**config.mk**
```make
export PLATFORM = sky130hd
export DESIGN_NAME = gsram_8192x2_port_ctrl
export DESIGN_NICKNAME = d
export VERILOG_FILES = /design/src/rtl/gsram_8192x2_port_ctrl.sv
export SDC_FILE = /design/constraint.sdc
export NUM_CORES = 1
export LEC_CHECK = 0
export ABC_AREA = 1
export BUFFER_PORTS_ARGS = -buffer_cell sky130_fd_sc_hd__buf_2
export CAP_MARGIN = 20
export CORE_ASPECT_RATIO = 1.25
export CORE_MARGIN = 10
export CORE_UTILIZATION = 49
export DETAILED_ROUTE_END_ITERATION = 10
export MAX_ROUTING_LAYER = met4
export PLACE_DENSITY = 0.87
export SLEW_MARGIN = 5
export SYNTH_ARGS = -nofsm -noshare
export SYNTH_HDL_FRONTEND = slang
export SYNTH_SLANG_ARGS = --single-unit
```
**constraint.sdc**
```tcl
create_clock -name clk -period 2.5 [get_ports clk]
set_input_delay 0.125 -clock clk [delete_from_list [all_inputs] [get_ports clk]]
set_output_delay 0.125 -clock clk [all_outputs]
set_load 0.05 [all_outputs]
```
**src/rtl/gsram_8192x2_port_ctrl.sv**
```systemverilog
// rtl/gsram_8192x2_port_ctrl.sv - two-client request controller for the GSRAM_8192x2 dual-port macro
module gsram_8192x2_port_ctrl #(
    parameter int               ABITS    = 13,
    parameter int               DBITS    = 2,
    parameter bit               INIT_EN  = 1'b1,
    parameter logic [DBITS-1:0] INIT_VAL = '0
) (
    input  logic             clk,
    input  logic             rst_n,
    input  logic             c0_req,
    input  logic             c0_we,
    input  logic [ABITS-1:0] c0_addr,
    input  logic [DBITS-1:0] c0_wdata,
    output logic             c0_gnt,
    output logic             c0_rvalid,
    output logic [DBITS-1:0] c0_rdata,
    input  logic             c1_req,
    input  logic             c1_we,
    input  logic [ABITS-1:0] c1_addr,
    input  logic [DBITS-1:0] c1_wdata,
    output logic             c1_gnt,
    output logic             c1_rvalid,
    output logic [DBITS-1:0] c1_rdata,
    output logic             init_done,
    output logic [ABITS-1:0] mem_a0,
    output logic [ABITS-1:0] mem_a1,
    output logic [DBITS-1:0] mem_d0,
    output logic [DBITS-1:0] mem_d1,
    output logic             mem_we0,
    output logic             mem_we1,
    output logic             mem_ce0,
    output logic             mem_ce1,
    input  logic [DBITS-1:0] mem_q0,
    input  logic [DBITS-1:0] mem_q1
);

    localparam int CW = ABITS - 1;

    typedef enum logic {
        ST_INIT = 1'b0,
        ST_RUN  = 1'b1
    } state_t;

    state_t          state_q, state_d;
    logic [CW-1:0]   cnt_q, cnt_d;
    logic            rv0_q, rv1_q;
    logic            block_1;

    // Client 1 loses any same-address contest that involves a write.
    assign block_1 = c0_req & c1_req & (c0_addr == c1_addr) & (c0_we | c1_we);

    // State, clear counter and read-return strobes; in-flight reads die on reset.
    always_ff @(posedge clk or negedge rst_n) begin
        if (!rst_n) begin
            state_q <= INIT_EN ? ST_INIT : ST_RUN;
            cnt_q   <= '0;
            rv0_q   <= 1'b0;
            rv1_q   <= 1'b0;
        end else begin
            state_q <= state_d;
            cnt_q   <= cnt_d;
            rv0_q   <= c0_gnt & ~c0_we;
            rv1_q   <= c1_gnt & ~c1_we;
        end
    end

    // Next state and macro/grant outputs; everything held at 0 while reset is asserted.
    always_comb begin
        state_d   = state_q;
        cnt_d     = cnt_q;
        c0_gnt    = 1'b0;
        c1_gnt    = 1'b0;
        init_done = 1'b0;
        mem_a0    = '0;
        mem_a1    = '0;
        mem_d0    = '0;
        mem_d1    = '0;
        mem_we0   = 1'b0;
        mem_we1   = 1'b0;
        mem_ce0   = 1'b0;
        mem_ce1   = 1'b0;
        if (rst_n) begin
            case (state_q)
                ST_INIT: begin
                    // Each cycle clears one even/odd address pair.
                    mem_ce0 = 1'b1;
                    mem_ce1 = 1'b1;
                    mem_we0 = 1'b1;
                    mem_we1 = 1'b1;
                    mem_a0  = {cnt_q, 1'b0};
                    mem_a1  = {cnt_q, 1'b1};
                    mem_d0  = INIT_VAL;
                    mem_d1  = INIT_VAL;
                    cnt_d   = cnt_q + CW'(1);
                    if (cnt_q == {CW{1'b1}}) begin
                        state_d = ST_RUN;
                    end
                end
                ST_RUN: begin
                    init_done = 1'b1;
                    c0_gnt    = c0_req;
                    c1_gnt    = c1_req & ~block_1;
                    mem_ce0   = c0_gnt;
                    mem_ce1   = c1_gnt;
                    mem_we0   = c0_gnt & c0_we;
                    mem_we1   = c1_gnt & c1_we;
                    mem_a0    = c0_gnt ? c0_addr  : '0;
                    mem_a1    = c1_gnt ? c1_addr  : '0;
                    mem_d0    = c0_gnt ? c0_wdata : '0;
                    mem_d1    = c1_gnt ? c1_wdata : '0;
                end
                default: begin
                    state_d = ST_INIT;
                end
            endcase
        end
    end

    assign c0_rvalid = rv0_q;
    assign c1_rvalid = rv1_q;
    assign c0_rdata  = rv0_q ? mem_q0 : '0;
    assign c1_rdata  = rv1_q ? mem_q1 : '0;

endmodule

```
==> flow_metrics.py <==
metrics = {
    "run_status": {
        "outcome": "complete, no violations",
    },
    "setup_path": {
        "r2r_end": "cnt_q[9]",
        "crit_path_max_fanout": 13,
        "arrival_ns": 1.88,
        "cp-end-kind": "primary output",
        "r2r_cells": 7,
        "worst_setup_path_start_kind": "input pin",
        "r2r_slack_ns": 1.00,
        "crit-reg2reg-launch": "state_q",
        "critical_path_required_ns": 2.38,
        "crit_type": "input pin to primary output",
    },
    "sta": {
        "layout_min_cycle_time_ns": 2.01,
        "max_slew_margin": 0.800,
        "hold_viol": 0,
        "tns_ns": 0,
        "tightest_slew_ns": 0.300,
        "fmax_mhz": 498,
        "rsz0062_at_grt": "no",
        "drv_slew": 0,
        "worst_slack_ns": 0.490,
        "period_share": 0.804,
        "finalSetupViolCount": 0,
        "skew_ns": 0.00455,
    },
    "floorplan": {
        "die_h_microns": 82.4,
        "io_pins": 83,
        "fp.dieArea_sq_mm": 0.00576,
        "core_area_sq_mm": 0.00297,
        "initial_utilization": 0.513,
        "die_w_microns": 69.9,
        "num_rows": 22,
    },
    "drt": {
        "vias_per_cell": 4.91,
        "dr.pass1.iters": 4,
        "wl_per_cell_microns": 13.2,
        "postRouteAntennaNets": 0,
        "drcViolationCount": 0,
        "vias": 1836,
        "wl_mm": 4.93,
        "drtIter0Drc": 107,
    },
    "clock_tree": {
        "cts-root-buf": "clkbuf_4",
        "tritoncts": "yes",
        "clock-sinks": 15,
        "path_clk_slew_ns": 0.09,
        "htreeDepth": 1,
        "cts_buffers": 3,
        "clock_latency_ns": 0.29,
        "clockBufferDepth": 2,
    },
    "synthesis": {
        "synth_ff_type": "dfrtp_1",
        "synth_fp_nets": 296,
        "synth_edf_count": 0,
        "synth_top_cell_by_area": "dfrtp_1",
        "yosysWarnings": 0,
        "synthTopCellsByArea": "dfrtp_1 25%, nand2_1 19%, inv_1 13%",
        "synth_cells": 255,
        "synth_top_area_share": 0.246,
        "async_flop_share": 1.00,
        "avgSynthCellArea_sq_um": 5.99,
        "synth-seq-cells": 15,
        "synth_area_sq_mm": 0.00153,
        "yosysUniqueCellTypes": 28,
        "yosysSeqAreaShare": 0.246,
    },
    "grt": {
        "grt_pass1_vias": 1899,
        "track_usage": 0.173,
        "grt_pass1_wl_mm": 8.04,
        "grt_start_max_net_pins": 28,
        "grt.overflow.total": 0,
        "antenna_found_initial": 0,
    },
    "flow_run": {
        "cap_violations": 0,
    },
    "power_and_ir_drop": {
        "p_leak_nw": 1.36,
        "p_clk_frac": 0.217,
        "p_sw_mw": 0.270,
        "sequentialPowerShare": 0.379,
        "combPwrFrac": 0.405,
        "intPower_mw": 0.376,
        "swShare": 0.418,
        "power.density_mw_per_mm2": 323,
        "vdd_drop_max_uv": 313,
    },
    "cells_and_area": {
        "layout_commonest_cell": "buf_2",
        "layout_common_cells": "82 x buf_2, 76 x nand2_1, 51 x inv_1",
        "num-fill-cells": 265,
        "drive_above_1_share": 0.311,
        "nNetsFinal": 380,
        "diodes": 0,
        "syn_to_final_growth_pct": 31.1,
    },
    "hold_path": {
        "hp-class": "input pin to flop",
        "hp-start": "c0_we",
        "min_to": "c0_rvalid",
        "hold-path-cell-count": 2,
    },
    "place": {
        "place_ws_ns": 0.889,
        "io_buffers": 82,
        "gp_congestion": 0.842,
        "hpwl_mm": 4.15,
    },
}
## how the worst max path moves through the flow
stage | start | end | slack (ns) | cells after the start
2_1_floorplan | state_q | mem_a0[0] | 0.29 | 5
3_5_place_dp | state_q | mem_d1[1] | 0.89 | 6
5_1_grt | c1_we | mem_ce1 | 0.33 | 12
4_1_cts | rst_n | mem_a1[12] | 0.50 | 8
3_3_place_gp | state_q | mem_d1[0] | 0.96 | 6
6_report | c1_we | mem_a1[3] | 0.49 | 12
## worst max-delay path, cell delays in order
cell and delay [ns]:
dlygate4sd3_1 0.54, buf_2 0.14, inv_1 0.05, nand2_1 0.05, nand2_1 0.06, nor2_1 0.04
nand2_1 0.05, nor2_1 0.04, nand2_1 0.13, nand2_2 0.20, a21oi_1 0.18, buf_2 0.29
## power by group through the flow
| stage | combinational [mW] | clock (mW) | sequential, mW |
|---|---|---|---|
| 3_3_place_gp | 0.256 | 0 | 0.249 |
| 3_5_place_dp | 0.259 | 0 | 0.249 |
| 2_1_floorplan | 0.168 | 0 | 0.254 |
| 4_1_cts | 0.261 | 0.142 | 0.245 |
| 5_1_grt | 0.285 | 0.156 | 0.245 |
| 6_report | 0.262 | 0.140 | 0.245 |
## what timing repair did
action	4_1_cts	5_1_grt
hold buffers	1	1
endpoints found under the hold margin	6	1
buffers inserted	0	0
gates resized for setup	0	0
## registers in the layout (all words and copies together) (netlist names)
signal / cells
cnt_q: 12
c0_rvalid: 1
c1_rvalid: 1
state_q: 1
## area by class of cell
type,instances,area [sq um],area share
inverter,60,241,0.121
multi-input combinational,173,866,0.433
clock buffer,3,22.5,0.0113
tap,36,45.0,0.0225
clock inverter,1,5.00,0.00250
timing repair buffer,86,445,0.223
sequential,15,375,0.188
## cells in the mapped netlist (2+ instances only)
| cell | instances |
|---|---|
| buf_2 | 2 |
| nand2_1 | 76 |
| inv_2 | 4 |
| nor3_4 | 2 |
| a21oi_1 | 24 |
| dfrtp_1 | 15 |
| clkinv_1 | 2 |
| xnor2_1 | 4 |
| nand3_1 | 4 |
| nor2_1 | 21 |
| nand2_2 | 3 |
| clkbuf_1 | 2 |
| clkinv_2 | 2 |
| buf_4 | 2 |
| o21ai_0 | 21 |
| inv_1 | 51 |
| xor2_1 | 9 |
## stage by stage
stage                     area (sq um)  instances  hold WS [ns]  power [mW]   util
final                             2000        374        0.0380       0.646  0.673
after detailed placement          1950        368        0.0223       0.508  0.657
after global placement            1950        368        0.0239       0.505  0.657
after CTS                         1990        373       0.00859       0.648  0.670
after global routing              2000        374        0.0179       0.686  0.673
after floorplan                   1530        255        -0.171       0.422      -
## per-layer routing
metal	share of wire	track usage	up-vias	wire, microns
met5	0	-	-	0
met4	0.014	0.0711	0	71
met3	0.060	0.0346	8	297
met2	0.50	0.300	81	2490
met1	0.42	0.191	813	2080
li1	-	-	934	-
## cell families (layout without fill, tap and decap cells)
group	after synthesis	count (layout)	synth area share
flip-flops	15	15	0.246
adder cells (fa/ha/maj)	1	1	0.00820
buffers and inverters	67	150	0.187
AND/OR/NAND/NOR	112	112	0.329
AO/OA/AOI/OAI	47	47	0.156
XOR/XNOR	13	13	0.0746
No activity file was read; power rests on OpenSTA's default activity.
